===== config.mk =====
export PLATFORM = sky130hd
export DESIGN_NAME = hazard_ctrl
export DESIGN_NICKNAME = d
export VERILOG_FILES = /design/src/rtl/rv32_pkg.sv /design/src/rtl/hazard_scoreboard.sv /design/src/rtl/hazard_ctrl.sv
export SDC_FILE = /design/constraint.sdc
export NUM_CORES = 1
export LEC_CHECK = 0
export CAP_MARGIN = 10
export CORE_ASPECT_RATIO = 0.7
export CORE_MARGIN = 4
export CORE_UTILIZATION = 59
export DETAILED_ROUTE_END_ITERATION = 8
export DONT_BUFFER_PORTS = 1
export PLACE_DENSITY_LB_ADDON = 0.08
export SETUP_SLACK_MARGIN = 0.05
export SYNTH_ARGS = -nofsm -noshare
export SYNTH_HDL_FRONTEND = slang
export SYNTH_SLANG_ARGS = --single-unit

===== constraint.sdc =====
create_clock -name clk_i -period 2.4 [get_ports clk_i]
set_input_delay 0.24 -clock clk_i [delete_from_list [all_inputs] [get_ports clk_i]]
set_output_delay 0.24 -clock clk_i [all_outputs]
set_load 0.05 [all_outputs]

===== src/rtl/rv32_pkg.sv =====
// Shared rv32 pipeline types and constants used by the hazard controller.
package rv32_pkg;

    localparam int REG_ADDR_W = 5;
    localparam int NUM_FWD    = 2;
    localparam int FWD_SEL_W  = $clog2(NUM_FWD + 1);

    typedef enum logic {
        HZ_RUN   = 1'b0,
        HZ_DRAIN = 1'b1
    } hazard_state_e;

    // Saturating 32-bit increment for the performance counters.
    function automatic logic [31:0] sat_inc32(input logic [31:0] val);
        logic [31:0] res;
        if (val == 32'hFFFF_FFFF) begin
            res = val;
        end else begin
            res = val + 32'd1;
        end
        return res;
    endfunction

endpackage


===== src/rtl/hazard_scoreboard.sv =====
// Pending-register scoreboard for multi-cycle results (loads, mul/div).
// Produces the effective pending set that already reflects this cycle's issue/done.
module hazard_scoreboard #(
    parameter  int REG_ADDR_W = 5,
    localparam int NREG       = 2 ** REG_ADDR_W
) (
    input  logic                  clk_i,
    input  logic                  rst_ni,
    input  logic                  issue_i,
    input  logic [REG_ADDR_W-1:0] issue_rd_i,
    input  logic                  done_i,
    input  logic [REG_ADDR_W-1:0] done_rd_i,
    output logic [NREG-1:0]       sb_eff_o,
    output logic [NREG-1:0]       sb_pending_o,
    output logic                  empty_o
);

    logic [NREG-1:0] sb_q;
    logic [NREG-1:0] sb_d;
    logic [NREG-1:0] issue_mask_s;
    logic [NREG-1:0] done_mask_s;

    // Set beats clear so a result retiring as the same rd re-issues stays pending.
    always_comb begin
        issue_mask_s = '0;
        done_mask_s  = '0;
        if (issue_i) begin
            issue_mask_s[issue_rd_i] = 1'b1;
        end else begin
            issue_mask_s = '0;
        end
        if (done_i) begin
            done_mask_s[done_rd_i] = 1'b1;
        end else begin
            done_mask_s = '0;
        end
        sb_d    = (sb_q & ~done_mask_s) | issue_mask_s;
        sb_d[0] = 1'b0;
    end

    // Scoreboard state register.
    always_ff @(posedge clk_i or negedge rst_ni) begin
        if (!rst_ni) begin
            sb_q <= '0;
        end else begin
            sb_q <= sb_d;
        end
    end

    assign sb_eff_o     = sb_d;
    assign sb_pending_o = sb_q;
    assign empty_o      = (sb_d == '0);

endmodule


===== src/rtl/hazard_ctrl.sv =====
// rv32 hazard controller: operand forwarding, load-use/scoreboard stalls and fence drain.
// Optional perf counters are built when HAZARD_PERF_EN is defined.
module hazard_ctrl
    import rv32_pkg::*;
#(
    parameter  int NUM_FWD    = 2,
    parameter  int REG_ADDR_W = 5,
    localparam int FWD_SEL_W  = $clog2(NUM_FWD + 1),
    localparam int NREG       = 2 ** REG_ADDR_W
) (
    input  logic                                 clk_i,
    input  logic                                 rst_ni,
    input  logic [REG_ADDR_W-1:0]                id_rs1_i,
    input  logic [REG_ADDR_W-1:0]                id_rs2_i,
    input  logic                                 id_rs1_used_i,
    input  logic                                 id_rs2_used_i,
    input  logic                                 id_fence_i,
    input  logic [REG_ADDR_W-1:0]                ex_rs1_i,
    input  logic [REG_ADDR_W-1:0]                ex_rs2_i,
    input  logic [NUM_FWD-1:0][REG_ADDR_W-1:0]   fwd_rd_i,
    input  logic [NUM_FWD-1:0]                   fwd_we_i,
    input  logic [NUM_FWD-1:0]                   fwd_rdy_i,
    input  logic                                 mc_issue_i,
    input  logic [REG_ADDR_W-1:0]                mc_issue_rd_i,
    input  logic                                 mc_done_i,
    input  logic [REG_ADDR_W-1:0]                mc_done_rd_i,
    input  logic                                 ex_branch_taken_i,
    output logic [FWD_SEL_W-1:0]                 forward_a_o,
    output logic [FWD_SEL_W-1:0]                 forward_b_o,
    output logic                                 stall_if_o,
    output logic                                 stall_id_o,
    output logic                                 flush_id_o,
    output logic                                 flush_ex_o,
    output logic [NREG-1:0]                      sb_pending_o,
    output logic                                 drain_o,
    output logic [31:0]                          stall_cnt_o,
    output logic [31:0]                          flush_cnt_o
);

    logic [NREG-1:0] sb_eff_s;
    logic            sb_empty_s;
    logic            hazard_s;
    logic            stall_s;
    hazard_state_e   state_q;
    hazard_state_e   state_d;

    hazard_scoreboard #(
        .REG_ADDR_W (REG_ADDR_W)
    ) u_scoreboard (
        .clk_i        (clk_i),
        .rst_ni       (rst_ni),
        .issue_i      (mc_issue_i),
        .issue_rd_i   (mc_issue_rd_i),
        .done_i       (mc_done_i),
        .done_rd_i    (mc_done_rd_i),
        .sb_eff_o     (sb_eff_s),
        .sb_pending_o (sb_pending_o),
        .empty_o      (sb_empty_s)
    );

    // Walk from oldest to youngest so the youngest matching source wins.
    function automatic logic [FWD_SEL_W-1:0] fwd_pick(
        input logic [REG_ADDR_W-1:0]               rs,
        input logic [NUM_FWD-1:0]                  we,
        input logic [NUM_FWD-1:0][REG_ADDR_W-1:0]  rd
    );
        logic [FWD_SEL_W-1:0] sel;
        sel = '0;
        for (int k = NUM_FWD - 1; k >= 0; k--) begin
            if (we[k] && (rd[k] == rs) && (rs != '0)) begin
                sel = FWD_SEL_W'(k + 1);
            end else begin
                sel = sel;
            end
        end
        return sel;
    endfunction

    function automatic logic raw_hit(
        input logic [REG_ADDR_W-1:0]               rs,
        input logic                                used,
        input logic [NREG-1:0]                     sb_eff,
        input logic [NUM_FWD-1:0]                  we,
        input logic [NUM_FWD-1:0][REG_ADDR_W-1:0]  rd,
        input logic [NUM_FWD-1:0]                  rdy
    );
        logic hit;
        hit = sb_eff[rs];
        for (int k = 0; k < NUM_FWD; k++) begin
            if (we[k] && (rd[k] == rs) && !rdy[k]) begin
                hit = 1'b1;
            end else begin
                hit = hit;
            end
        end
        return hit && used && (rs != '0);
    endfunction

    // Forward selects and the decode-stage data hazard.
    always_comb begin
        forward_a_o = fwd_pick(ex_rs1_i, fwd_we_i, fwd_rd_i);
        forward_b_o = fwd_pick(ex_rs2_i, fwd_we_i, fwd_rd_i);
        hazard_s    = raw_hit(id_rs1_i, id_rs1_used_i, sb_eff_s, fwd_we_i, fwd_rd_i, fwd_rdy_i)
                    | raw_hit(id_rs2_i, id_rs2_used_i, sb_eff_s, fwd_we_i, fwd_rd_i, fwd_rdy_i);
    end

    // Fence drain next-state and the combined stall request.
    always_comb begin
        state_d = state_q;
        stall_s = hazard_s;
        case (state_q)
            HZ_RUN: begin
                if (id_fence_i && !sb_empty_s) begin
                    state_d = HZ_DRAIN;
                    stall_s = 1'b1;
                end else begin
                    state_d = HZ_RUN;
                end
            end
            HZ_DRAIN: begin
                if (sb_empty_s || ex_branch_taken_i) begin
                    state_d = HZ_RUN;
                end else begin
                    state_d = HZ_DRAIN;
                end
                if (!sb_empty_s) begin
                    stall_s = 1'b1;
                end else begin
                    stall_s = hazard_s;
                end
            end
            default: begin
                state_d = HZ_RUN;
                stall_s = hazard_s;
            end
        endcase
    end

    // A taken branch squashes the stalled instruction, so it overrides any stall.
    always_comb begin
        stall_if_o = 1'b0;
        stall_id_o = 1'b0;
        flush_id_o = 1'b0;
        flush_ex_o = 1'b0;
        if (ex_branch_taken_i) begin
            flush_id_o = 1'b1;
            flush_ex_o = 1'b1;
        end else if (stall_s) begin
            stall_if_o = 1'b1;
            stall_id_o = 1'b1;
            flush_ex_o = 1'b1;
        end else begin
            flush_ex_o = 1'b0;
        end
    end

    // Fence drain state register.
    always_ff @(posedge clk_i or negedge rst_ni) begin
        if (!rst_ni) begin
            state_q <= HZ_RUN;
        end else begin
            state_q <= state_d;
        end
    end

    assign drain_o = (state_q == HZ_DRAIN);

`ifdef HAZARD_PERF_EN
    logic [31:0] stall_cnt_q;
    logic [31:0] stall_cnt_d;
    logic [31:0] flush_cnt_q;
    logic [31:0] flush_cnt_d;

    // Saturating stall/flush event counters.
    always_comb begin
        stall_cnt_d = stall_cnt_q;
        flush_cnt_d = flush_cnt_q;
        if (stall_id_o) begin
            stall_cnt_d = sat_inc32(stall_cnt_q);
        end else begin
            stall_cnt_d = stall_cnt_q;
        end
        if (flush_id_o) begin
            flush_cnt_d = sat_inc32(flush_cnt_q);
        end else begin
            flush_cnt_d = flush_cnt_q;
        end
    end

    // Counter registers.
    always_ff @(posedge clk_i or negedge rst_ni) begin
        if (!rst_ni) begin
            stall_cnt_q <= 32'd0;
            flush_cnt_q <= 32'd0;
        end else begin
            stall_cnt_q <= stall_cnt_d;
            flush_cnt_q <= flush_cnt_d;
        end
    end

    assign stall_cnt_o = stall_cnt_q;
    assign flush_cnt_o = flush_cnt_q;
`else
    assign stall_cnt_o = 32'd0;
    assign flush_cnt_o = 32'd0;
`endif

endmodule


==> impl_summary.txt <==
----------------------------------------------------
[Status]
  Outcome ... finished with violations
  Violations in the final reports ... negative setup slack

[Floorplan]
  Die Outline Area ... 0.006744 sq mm
  Area of the placeable core ... 0.005285 sq mm
  Die height ... 69.92 microns
  Die X ... 96.46 microns
  Number of standard-cell rows in the floorplan ... 22
  Initial Util ... 0.6115
  Total I/O pin count ... 157

[Clocking]
  CTS sink count ... 32
  Clock Latency Late Sink ... 0.29 ns
  Clock tree from TritonCTS ... yes
  Master cell of the clock root buffer ... sky130_fd_sc_hd__clkbuf_8
  Clock transition time at the flip-flop clock pins of the worst setup and hold paths ... 0.07 ns
  H-tree levels ... 2
  Largest buffer count on any clock path ... 2
  Num CTS Buffers ... 5

[Layout]
  Share of layout cells above drive strength 1 ... 0.2724
  Filler cell count in the final layout ... 422
  Net count, final ... 543
  Layout overhead on the synthesized area ... 21.14%
  Share of the core filled with cells in the final layout ... 0.7408
  Storage element area ... 810.8 sq um
  Area of the multi-input gates ... 0.002172 sq mm
  Antenna cells ... 0

[Routing]
  Post-route DRC ... 0
  Total via count in the routed design ... 3,396
  Antenna Violating Nets Remaining ... 0
  Vias/cell ... 6.021
  Final wirelength ... 11.40 mm
  Starting DRT DRC Count ... 428
  First-pass DRT Iterations ... 5
  Mean routed wirelength per cell ... 20.21 microns

[Placement]
  RePlAce Congestion ... 1.001
  Buffers added on ports ... 0
  Half-perimeter wire length after detailed placement ... 9.160 mm
  DP Worst Slack ... -0.2358 ns

[Worst hold path]
  Endpoint with the worst hold slack ... drain_o
  Worst min-delay path class ... in2reg
  Hold wc startpoint ... id_fence_i
  Cell depth of the worst min-delay path ... 2

[Synth]
  Largest cells by area after synthesis ... sky130_fd_sc_hd__dfrtp_1, sky130_fd_sc_hd__buf_4, sky130_fd_sc_hd__nand2_1
  Library cell occupying the most area in the post-synthesis netlist ... sky130_fd_sc_hd__dfrtp_1
  Count of flip-flops with a built-in enable after synthesis ... 0
  Most repeated cell in the gate-level netlist after synthesis ... sky130_fd_sc_hd__buf_4
  Post-synth ARST share ... 1.000
  Post-synthesis area per instance ... 7.863 sq um
  Gate count of the mapped netlist ... 411
  Sequential area share after synthesis ... 0.2478
  Total number of yosys warnings ... 0
  Top-area cell type share of the netlist area ... 0.2478
  Cell area after synthesis ... 0.003232 sq mm
  Most used DFF post-synth ... sky130_fd_sc_hd__dfrtp_1
  Number of distinct library cells after synthesis ... 54
  Total of flip-flops plus latches after synthesis ... 32
  Most numerous cell types in the synthesized netlist ... sky130_fd_sc_hd__buf_4, sky130_fd_sc_hd__nand2_1, sky130_fd_sc_hd__dfrtp_1

[Setup path]
  Sequence of cells on the critical path ... nand2b_1, o21ai_0, nand2_1, nor4_1, nand4_1, o22ai_1, o2111ai_2, and2_4
  Worst R2R End ... drain_o
  Start-to-end type of the worst setup path ... in2out
  Library cell contributing the largest single delay on the critical path ... sky130_fd_sc_hd__nor4_1
  CP endpoint kind ... primary output
  Arrival time of data at the critical path endpoint ... 2.38 ns
  Worst Path Max Fanout ... 5
  Number of cells on the worst reg-to-reg path ... 7
  Kind of start point of the critical path ... primary input
  Longest individual stage delay on the worst path ... 0.38 ns
  Slack of the worst reg-to-reg path ... 0.71 ns
  Required time at the endpoint of the critical path ... 2.16 ns
  Buffers & Inverters on Critical Path ... 0
  Cell type group with the largest total delay on the critical path ... simple AND/OR/NAND/NOR gates
  Launch point of the critical path ... mc_done_rd_i[1]
  Reg-to-Reg Start ... u_scoreboard.sb_pending_o[19]

[Global route]
  Number of global-route vias before repair ... 3,128
  Antenna violations before repair ... 0
  First-pass GRT wire length ... 16.99 mm
  Met3 Usage GRT ... 0.1259
  Total track usage ... 0.3301
  Met2 Resource Use GR ... 0.4572
  Pin count of the biggest net entering global routing ... 33
  Met1 GRT Util ... 0.4819
  Global-route congestion overflow total ... 0
  Peak-usage layer in the global routing report ... met1

[STA]
  RSZ-0062 raised after global routing ... yes
  Ratio of final minimum period to clock period ... 1.091
  Transition at the pin with the smallest max-transition slack ... 0.5778 ns
  Final setup slack of the worst path ... -0.2191 ns
  Count of final hold-check violations ... 0
  Time the final worst path needs with I/O delays and setup ... 2.619 ns
  Worst Hold Margin ... 0.1270 ns
  Worst-case headroom to the max-slew limit ... 0.6148
  Final Slew Violations ... 0
  Largest clock skew in the final design ... 0.002997 ns
  Peak Freq ... 381.8 MHz
  Number of failing setup endpoints in the final timing report ... 3

[Pwr]
  Switching power share of the total ... 0.4987
  Highest ir drop seen on vdd ... 500.0 uV
  P_sw ... 0.001452 W
  Static Leakage ... 1.736 nW
  Combinational group share of total power ... 0.592
  Cell-internal power ... 0.001459 W
  Sequential share of power ... 0.260
  Clock network fraction of total power ... 0.148
  Final total power ... 0.002911 W
  Cell area power density ... 743.5 mW/mm^2

[Flow run]
  Number of max-cap violations ... 0

----------------------------------------------------
-- stage by stage --
step                instances  instance area, sq um  TNS, ns
floorplan                 475                  3547        0
global placement          553                  3724  -0.4515
detailed placement        553                  3724  -0.5682
CTS                       564                  3896  -0.3918
global route              564                  3915  -0.7301
finish                    564                  3915  -0.6285
-- cells in the final DEF (no fill, tap or decap), drive strengths merged, types with 12 or more instances in the layout --
cell / instances
o21ai: 35
a21oi: 12
nand3: 24
conb: 65
xnor2: 22
dfrtp: 32
nand4: 13
buf: 93
nor4: 15
xor2: 18
nor2: 12
nand2: 57
-- per-layer routing --
layer	routed length [microns]	vias up
met3	1788	33
li1	-	1519
met2	4738	287
met4	203	0
met5	0	-
met1	4670	1557
-- power groups by stage --
stage / Combinational (W) / Clock, W / Sequential (W)
floorplan: 0.000758 / 0 / 0.00118
global placement: 0.00164 / 0 / 0.000760
detailed placement: 0.00164 / 0 / 0.000762
CTS: 0.00169 / 0.000435 / 0.000756
global route: 0.00180 / 0.000466 / 0.000769
finish: 0.00172 / 0.000431 / 0.000758
-- state kept, by name, indices dropped and copies added (netlist names) --
register and cells:
drain_o 1, u_scoreboard.sb_pending_o 31
-- cell type report --
| class | instances | share of cell area |
|---|---|---|
| multi-input combinational | 354 | 0.5548 |
| clock buffer | 8 | 0.02301 |
| tap | 72 | 0.02301 |
| inverter | 4 | 0.003835 |
| timing repair buffer | 94 | 0.1882 |
| sequential | 32 | 0.2071 |
-- worst max path at each step --
| stage | endpoint | cells past startpoint | slack [ns] |
|---|---|---|---|
| 4_1_cts | stall_if_o | 9 | -0.15 |
| 6_report | stall_if_o | 8 | -0.22 |
| 3_3_place_gp | flush_ex_o | 8 | -0.20 |
| 5_1_grt | stall_if_o | 7 | -0.25 |
| 2_1_floorplan | stall_if_o | 10 | 0.04 |
| 3_5_place_dp | flush_ex_o | 8 | -0.24 |
-- kinds of logic after synthesis --
group | Yosys count | share of synthesized area
muxes | 3 | 0.01703
DFF | 32 | 0.2478
other | 1 | 0.001160
AOI/OAI and AO/OA | 79 | 0.1599
xor gates and xnor gates | 40 | 0.1084
and+or+nand+nor | 167 | 0.2807
buffers and inverters | 89 | 0.1851
-- what timing repair did --
item | in CTS | in global routing
pin swaps | 5 | 2
hold endpoints to repair | 32 | 0
setup buffers | 1 | 0
cloned | 0 | 0
gates resized for setup | 12 | 5
hold buffers | 2 | 0
setup endpoints to repair | 3 | 3
Power figures use the tool's default switching activity.
